**config.mk**
```make
export PLATFORM = sky130hd
export DESIGN_NAME = rob
export DESIGN_NICKNAME = d
export VERILOG_FILES = /design/src/rtl/rob_pkg.sv /design/src/rtl/rob_ptr.sv /design/src/rtl/rob.sv
export SDC_FILE = /design/constraint.sdc
export NUM_CORES = 2
export LEC_CHECK = 0
export ABC_AREA = 0
export BUFFER_PORTS_ARGS = -buffer_cell sky130_fd_sc_hd__buf_4
export CORE_ASPECT_RATIO = 1.5
export CORE_UTILIZATION = 54
export CTS_BUF_LIST = sky130_fd_sc_hd__clkbuf_2
export CTS_CLUSTER_DIAMETER = 100
export DETAILED_ROUTE_END_ITERATION = 10
export PLACE_DENSITY = 0.73
export SETUP_SLACK_MARGIN = 0.15
export SLEW_MARGIN = 20
export SYNTH_ARGS = -nofsm -noshare
export SYNTH_HDL_FRONTEND = slang
export SYNTH_HIERARCHICAL = 1
export SYNTH_SLANG_ARGS = --single-unit
```
**constraint.sdc**
```tcl
create_clock -name clock -period 41.3 [get_ports clock]
set_input_delay 4.13 -clock clock [delete_from_list [all_inputs] [get_ports clock]]
set_output_delay 4.13 -clock clock [all_outputs]
set_load 0.01 [all_outputs]
```
**src/rtl/rob_pkg.sv**
```systemverilog
// Shared reorder-buffer constants and entry layout for the ROB, register status table and reservation stations.
// Latency: none, this file holds only declarations.
// Backpressure: none, this file holds only declarations.
package rob_pkg;
   localparam int ROB_DEPTH = 32;
   localparam int TAG_W     = 5;
   localparam int DATA_W    = 32;
   localparam int AREG_W    = 5;

   typedef struct packed {
      logic              valid;
      logic              done;
      logic              has_dest;
      logic [AREG_W-1:0] rd_addr;
      logic [DATA_W-1:0] data;
   } rob_entry_t;
endpackage

```
**src/rtl/rob_ptr.sv**
```systemverilog
// Wrapping ring pointer with increment and synchronous clear.
// Latency: the new value appears one cycle after inc or clear.
// Backpressure: none; the owner decides when to increment.
module rob_ptr #(
   parameter int W = 5
) (
   input  logic         clock,
   input  logic         reset,
   input  logic         clear,
   input  logic         inc,
   output logic [W-1:0] ptr
);

   // Clear wins over increment; the pointer wraps naturally at 2**W.
   always_ff @(posedge clock or posedge reset) begin
      if (reset)
         ptr <= '0;
      else if (clear)
         ptr <= '0;
      else if (inc)
         ptr <= ptr + 1'b1;
   end

endmodule

```
**src/rtl/rob.sv**
```systemverilog
// Reorder buffer: allocates tags in order, captures CDB results and retires entries in program order.
// Latency: a CDB result becomes committable one cycle later; operand lookups forward the same cycle.
// Backpressure: disp_ready drops while all entries are in use; commit never stalls.
module rob #(
   parameter int DEPTH  = rob_pkg::ROB_DEPTH,
   parameter int TAG_W  = rob_pkg::TAG_W,
   parameter int DATA_W = rob_pkg::DATA_W,
   parameter int AREG_W = rob_pkg::AREG_W
) (
   input  logic              clock,
   input  logic              reset,
   input  logic              flush,
   input  logic              disp_valid,
   input  logic              disp_has_dest,
   input  logic [AREG_W-1:0] disp_rd_addr,
   output logic              disp_ready,
   output logic [TAG_W-1:0]  disp_tag,
   input  logic              cdb_valid,
   input  logic [TAG_W-1:0]  cdb_tag,
   input  logic [DATA_W-1:0] cdb_data,
   input  logic [TAG_W-1:0]  rs_tag,
   output logic              rs_ready,
   output logic [DATA_W-1:0] rs_data,
   input  logic [TAG_W-1:0]  rt_tag,
   output logic              rt_ready,
   output logic [DATA_W-1:0] rt_data,
   output logic              commit_valid,
   output logic [TAG_W-1:0]  commit_tag,
   output logic              commit_has_dest,
   output logic [AREG_W-1:0] commit_rd_addr,
   output logic [DATA_W-1:0] commit_data,
   output logic [TAG_W:0]    count
);
   import rob_pkg::*;

   // Entry widths come from the package, so the width parameters must keep their package values.
   rob_entry_t       entries [DEPTH];
   rob_entry_t       head_e;
   logic [TAG_W-1:0] head;
   logic [TAG_W-1:0] tail;
   logic             disp_fire;

   // Full check uses the current count only, so a same-cycle commit never frees a slot for dispatch.
   assign disp_ready = (count != (TAG_W+1)'(DEPTH));
   assign disp_fire  = disp_valid & disp_ready;
   assign disp_tag   = tail;

   assign head_e          = entries[head];
   assign commit_valid    = head_e.valid & head_e.done;
   assign commit_tag      = head;
   assign commit_has_dest = head_e.has_dest;
   assign commit_rd_addr  = head_e.rd_addr;
   assign commit_data     = head_e.data;

   rob_ptr #(.W(TAG_W)) u_head (
      .clock (clock),
      .reset (reset),
      .clear (flush),
      .inc   (commit_valid),
      .ptr   (head)
   );

   rob_ptr #(.W(TAG_W)) u_tail (
      .clock (clock),
      .reset (reset),
      .clear (flush),
      .inc   (disp_fire),
      .ptr   (tail)
   );

   // Entry array: flush discards everything, otherwise capture CDB, retire head and allocate tail.
   always_ff @(posedge clock or posedge reset) begin
      if (reset) begin
         for (int i = 0; i < DEPTH; i++)
            entries[i] <= '0;
      end else if (flush) begin
         for (int i = 0; i < DEPTH; i++) begin
            entries[i].valid <= 1'b0;
            entries[i].done  <= 1'b0;
         end
      end else begin
         if (cdb_valid && entries[cdb_tag].valid) begin
            entries[cdb_tag].done <= 1'b1;
            entries[cdb_tag].data <= cdb_data;
         end
         if (commit_valid) begin
            entries[head].valid <= 1'b0;
            entries[head].done  <= 1'b0;
         end
         if (disp_fire) begin
            entries[tail].valid    <= 1'b1;
            entries[tail].done     <= 1'b0;
            entries[tail].has_dest <= disp_has_dest;
            entries[tail].rd_addr  <= disp_rd_addr;
         end
      end
   end

   // Occupancy: +1 per accepted dispatch, -1 per commit, unchanged when both happen.
   always_ff @(posedge clock or posedge reset) begin
      if (reset)
         count <= '0;
      else if (flush)
         count <= '0;
      else if (disp_fire && !commit_valid)
         count <= count + 1'b1;
      else if (!disp_fire && commit_valid)
         count <= count - 1'b1;
   end

   // Rs lookup: stored result, or the CDB result forwarded in the cycle it is broadcast.
   always_comb begin
      rs_ready = entries[rs_tag].valid & (entries[rs_tag].done | (cdb_valid & (cdb_tag == rs_tag)));
      rs_data  = (cdb_valid && (cdb_tag == rs_tag)) ? cdb_data : entries[rs_tag].data;
   end

   // Rt lookup: identical to Rs.
   always_comb begin
      rt_ready = entries[rt_tag].valid & (entries[rt_tag].done | (cdb_valid & (cdb_tag == rt_tag)));
      rt_data  = (cdb_valid && (cdb_tag == rt_tag)) ? cdb_data : entries[rt_tag].data;
   end

endmodule
```
### Word-level counts from Yosys, hierarchy flattened

Index checks and enable logic that the tools add are counted.

| operators by class | value |
|---|---|
| $add $sub $neg | 4 |
| order comparisons | 8 |
| equal/unequal tests | 3 |
| multiplexer cells | 82 |
| bitwise operators | 13 |
| reduce and logical (&&, ||, !) cells | 13 |

Operators by type and width:

| operator | number |
|---|---|
| 1280-bit bitwise mux | 8 |
| 1280-bit two-way mux | 5 |
| 40-bit demux with 5-bit select | 8 |
| 40-bit binary-select mux with 5-bit select | 4 |
| 40-bit two-way mux | 10 |
| 39-bit two-way mux | 3 |
| 32-bit two-way mux | 3 |
| 2-bit two-way mux | 32 |
| 38-bit two-way mux | 1 |
| 37-bit two-way mux | 1 |
| 6-bit greater-or-equal comparator (second input constant) | 5 |
| 5-bit inverter with 6-bit output | 5 |
| 5-bit two-way mux | 4 |
| 6-bit by 1-bit < comparator with 1-bit output (second input constant) | 3 |
| 6-bit two-way mux | 3 |
| 5-bit by 1-bit adder with 5-bit output (second input constant) | 2 |
| 5-bit == test | 2 |
| 1-bit logical AND | 8 |
| 6-bit by 1-bit adder with 6-bit output (second input constant) | 1 |
| 1-bit AND | 6 |
| 6-bit inequality test (second input constant) | 1 |
| 6-bit by 1-bit subtractor with 6-bit output (second input constant) | 1 |
| 2-bit nonzero test | 2 |
| 3-bit nonzero test | 1 |
| 2 further kinds | 4 |

| storage, ports and cells | value |
|---|---|
| flip-flop bits (word level) | 1296 |
| bits of input ports | 58 |
| output and inout port bits | 122 |

### Longest topological paths before layout

| logic depth | value |
|---|---|
| depth after elaboration | 19 |
| gate-level depth with buffers | 17 |

### Hierarchy

Netlist, hierarchy kept.

By module, submodules not included:

| module | times used | cells each | area each (sq um) | sequential area each (sq um) |
|---|---|---|---|---|
| rob | 1 | 4924 | 76500.9 | 32180.9 |
| rob_ptr | 2 | 23 | 270.3 | 125.1 |

### Least setup slack after synthesis

Ideal clock, no wire load.

| path | value |
|---|---|
| path kind | input-to-output |
| start point | input port rt_tag[0] |
| end point | output port rt_ready |
| arrival | 6.326 ns |
| slack | 30.844 ns |
| cell stages on the path | 7 |
| cell sequence | clkbuf_1 clkbuf_1 buf_1 mux4_2 mux4_2 o21ai_0 o21ai_0 |

| on the way | value |
|---|---|
| cells in the longest elaborated chain, start to end | 6 |
| elaborated cells between the ends (all ways) | 8 |

RTL lines:

| item | line | text |
|---|---|---|
| start, declared | rob.sv:24 | `input logic [TAG_W-1:0] rt_tag,` |
| 5-bit inverter with 6-bit output (implied by the code) | rob.sv:119 | `rt_ready = entries[rt_tag].valid & (entries[rt_tag].done \| (cdb_valid & (cdb_tag == rt_tag)));` |
| 40-bit binary-select mux with 5-bit select | rob.sv:119 |  |
| 40-bit two-way mux (2 in a row) | n/a |  |
| 1-bit OR | rob.sv:119 |  |
| 1-bit AND (*) | rob.sv:119 |  |
| end, declared | rob.sv:25 | `output logic rt_ready,` |

Mark *: on every way between the ends. The rest lies on a longest branch, timed or not. The select of a mux whose other input is x is not followed.

### Worst setup path after layout

| path | value |
|---|---|
| start point | input port rs_tag[0] |
| end point | output port rs_data[9] |

| on the way | value |
|---|---|
| cells in the longest elaborated chain, start to end | 5 |
| elaborated cells between the ends (all ways) | 7 |

RTL lines:

| item | line | text |
|---|---|---|
| start, declared | rob.sv:21 | `input logic [TAG_W-1:0] rs_tag,` |
| 5-bit inverter with 6-bit output (implied by the code) | rob.sv:114 | `rs_data = (cdb_valid && (cdb_tag == rs_tag)) ? cdb_data : entries[rs_tag].data;` |
| 40-bit binary-select mux with 5-bit select | rob.sv:114 |  |
| 40-bit two-way mux (implied by the code) (2 in a row) | rob.sv:114 |  |
| 32-bit two-way mux (*) | rob.sv:114 |  |
| end, declared | rob.sv:23 | `output logic [DATA_W-1:0] rs_data,` |

Marked as above.

==> metrics <==
Cells after Synth=4,970; Leakage=0.0367 uW; status=finished, final reports clean; Die Ht=about 460 um; Starting DRT DRC Count=5,902; drt first pass iters=8; Comb pwr share=9.4%; most frequent cell after synthesis=dfrtp_1; Clk pwr share=35.5%; Peak VDD IR=0.0288 mV; first-pass GRT wire length=361,000 um; Primary FF master, synth=dfrtp_1; Hold Crit Class=reg2reg; GRT Util Overall=34.7%; dpl hpwl=around 130,000 um; Inserted Clock Buffers=335; Post-synth EDFFs=0; slowest stage delay, CP=about 0.74 ns; cell mode on critical path=buf_4; FFs w/ async S/R, synth=between 90% and 100%; Vias/cell=7.27; slowest CP cell=buf_4; WL final=~240,000 um; synthesized flop and latch total=~1.3k; CTS resizes=0; residual DRC count=0; kind of cell adding the most delay to the critical path=buffers and inverters; PwrDens=slightly below 30 nW/um^2; Routability Congestion=0.886; Switching Share=29.3%; vias in the first global route=54.1k; Worst slew margin=19.7%; port bufs=~180; CTS tree=yes; post-DR wirelength/cell=34.1 um; Vias=51.8k; critical path type=in2out; largest cells by area after synthesis=dfrtp_1 (42%), mux4_2 (29%), mux2_2 (17%); endpoint class of the critical path=output port; clock latency on the worst-skew pair=~1.8 ns; P_int=1680 uW; RSZ-0062 raised after global routing=false; htree depth=5; Core Region=approximately 140,000 um^2; layout cells sized above 1=56.6%; nets=5,094; initial antenna violation count=9; FMAX=80.2 MHz; WP buf/inv=4; Min Clock Period, post-route=about 12 ns; Top Ports=180; crit path launch type=input pin; Worst Path Required=around 37 ns; Worst Skew=0.137 ns; Routed Antenna Nets=0; CTS sink cnt=approximately 1.3k; Clock Tree Root=clkbuf_2; final setup TNS=0 ns; Post-Route Utilization=58.0%; CP cell instances=buf_8 -> buf_4 -> buf_4 -> mux4_2 -> mux4_2 -> mux2i_1 -> o21ai_0 -> buf_4; global route total overflow=0; Slew @ Worst Pin=roughly 1.2 ns; Clk pin slew, worst setup/hold paths=0.09 ns; die area=144,000 um^2; switching power=698 uW; largest area contributor in the netlist=dfrtp_1; Post-synth top cells=dfrtp_1 (1,296), mux2_2 (1,152), mux4_2 (986); Starting Density=54.5%; mapped cell area=77,000 um^2; Yosys warning count=6; final worst path period share=slightly above 30%; clk buf depth=4; count of pins over their slew limit=0; area grow syn2layout=6.50%; final setup fails=0; Flop pwr share=between 50% and 60%; CP max FO=73; largest net degree at the start of global routing=~160; hold violation count in the final report=0; die width=roughly 310 um; Netlist cell types=61; placement row count=169; post-synth top area share=42.1%; Max-cap violations=0; setup repair bufs after CTS=0; crit path DAT=8.34 ns; Synthesized Nets=5,035; sequential share of the synthesized area=42.1%; syn_area_per_cell=15.5 um^2; hold buffers post-CTS=0
sequential cells by signal, summed over array words and instances (netlist names):
signal and flops:
u_tail/ptr 5, u_head/ptr 5, count 6, entries 1280
path summary, 6_finish.rpt:
kind | startpoint | to | slack, ns | depth (start not counted)
max | rs_tag[0] | rs_data[9] | 28.83 | 8
min | entries[516] | entries[516] | 0.51 | 1
max reg2reg | u_head/ptr[1] | count[5] | 36.12 | 13
min reg2reg | entries[516] | entries[516] | 0.51 | 1
max in group asynchronous | reset | entries[608] | 34.96 | 6
min in group asynchronous | reset | u_tail/ptr[4] | 2.36 | 2
layout make-up:
cell class	instances	area, um^2
well taps	1881	2350
flip-flops and latches	1296	32400
clock inverters	79	337
fillers	11100	59400
multi-input cells	3107	42300
inverters	18	75.1
repair buffers	271	2190
diodes	8	20.0
clock buffers	461	2310
placed cells by master, fill, tap and decap left out, types with 27 or more instances in the layout:
| master | synthesis | final |
|---|---|---|
| nand4_1 | 47 | 47 |
| clkinv_1 | 0 | 66 |
| mux2_1 | 64 | 64 |
| o22ai_1 | 28 | 28 |
| nand2_1 | 121 | 106 |
| nor3_1 | 48 | 45 |
| o221ai_1 | 27 | 27 |
| o21ai_0 | 92 | 92 |
| a21oi_1 | 29 | 28 |
| nor2_1 | 58 | 51 |
| buf_4 | 57 | 254 |
| clkbuf_2 | 0 | 461 |
| mux2i_1 | 120 | 120 |
| dfrtp_1 | 1296 | 1294 |
| mux4_2 | 986 | 986 |
| mux2_2 | 1152 | 1152 |
| a22oi_1 | 144 | 144 |
cells by family after synthesis:
logic type / count (synthesis) / share of synthesized area (%)
muxes: 2326 / 48.2
DFF: 1296 / 42.1
buffers and inverters: 567 / 3.23
AOI/OAI and AO/OA: 388 / 3.54
and+or+nand+nor: 371 / 2.61
xor gates and xnor gates: 15 / 0.171
adders and majority gates: 7 / 0.123
through the flow:
stage	setup slack [ns]	area [um^2]	instances	power, uW	hold slack [ns]
3_5_place_dp	28.74	79400	6572	1560	0.489
2_1_floorplan	0.925	77000	4970	1490	0.474
6_report	28.83	82100	7121	2380	0.507
4_1_cts	28.74	82000	7112	2390	0.511
5_1_grt	28.54	82000	7119	2480	0.522
3_3_place_gp	28.76	79400	6572	1550	0.482
metal layers:
layer | track usage (%) | vias to the layer above | routed length (um)
li1 | - | 20300 | -
met1 | 45.9 | 27400 | 88400
met2 | 51.7 | 3261 | 112000
met3 | 9.76 | 864 | 27200
met4 | 19.3 | 10 | 15100
met5 | 0 | - | 74
power groups by stage:
stage | Clock, uW | Sequential, uW | Combinational (uW)
after floorplan | 0 | 1330 | 157
after global placement | 0 | 1330 | 220
after detailed placement | 0 | 1340 | 224
after CTS | 859 | 1310 | 224
after global routing | 923 | 1310 | 240
final | 843 | 1310 | 225
(Power assumes the default switching activity.)
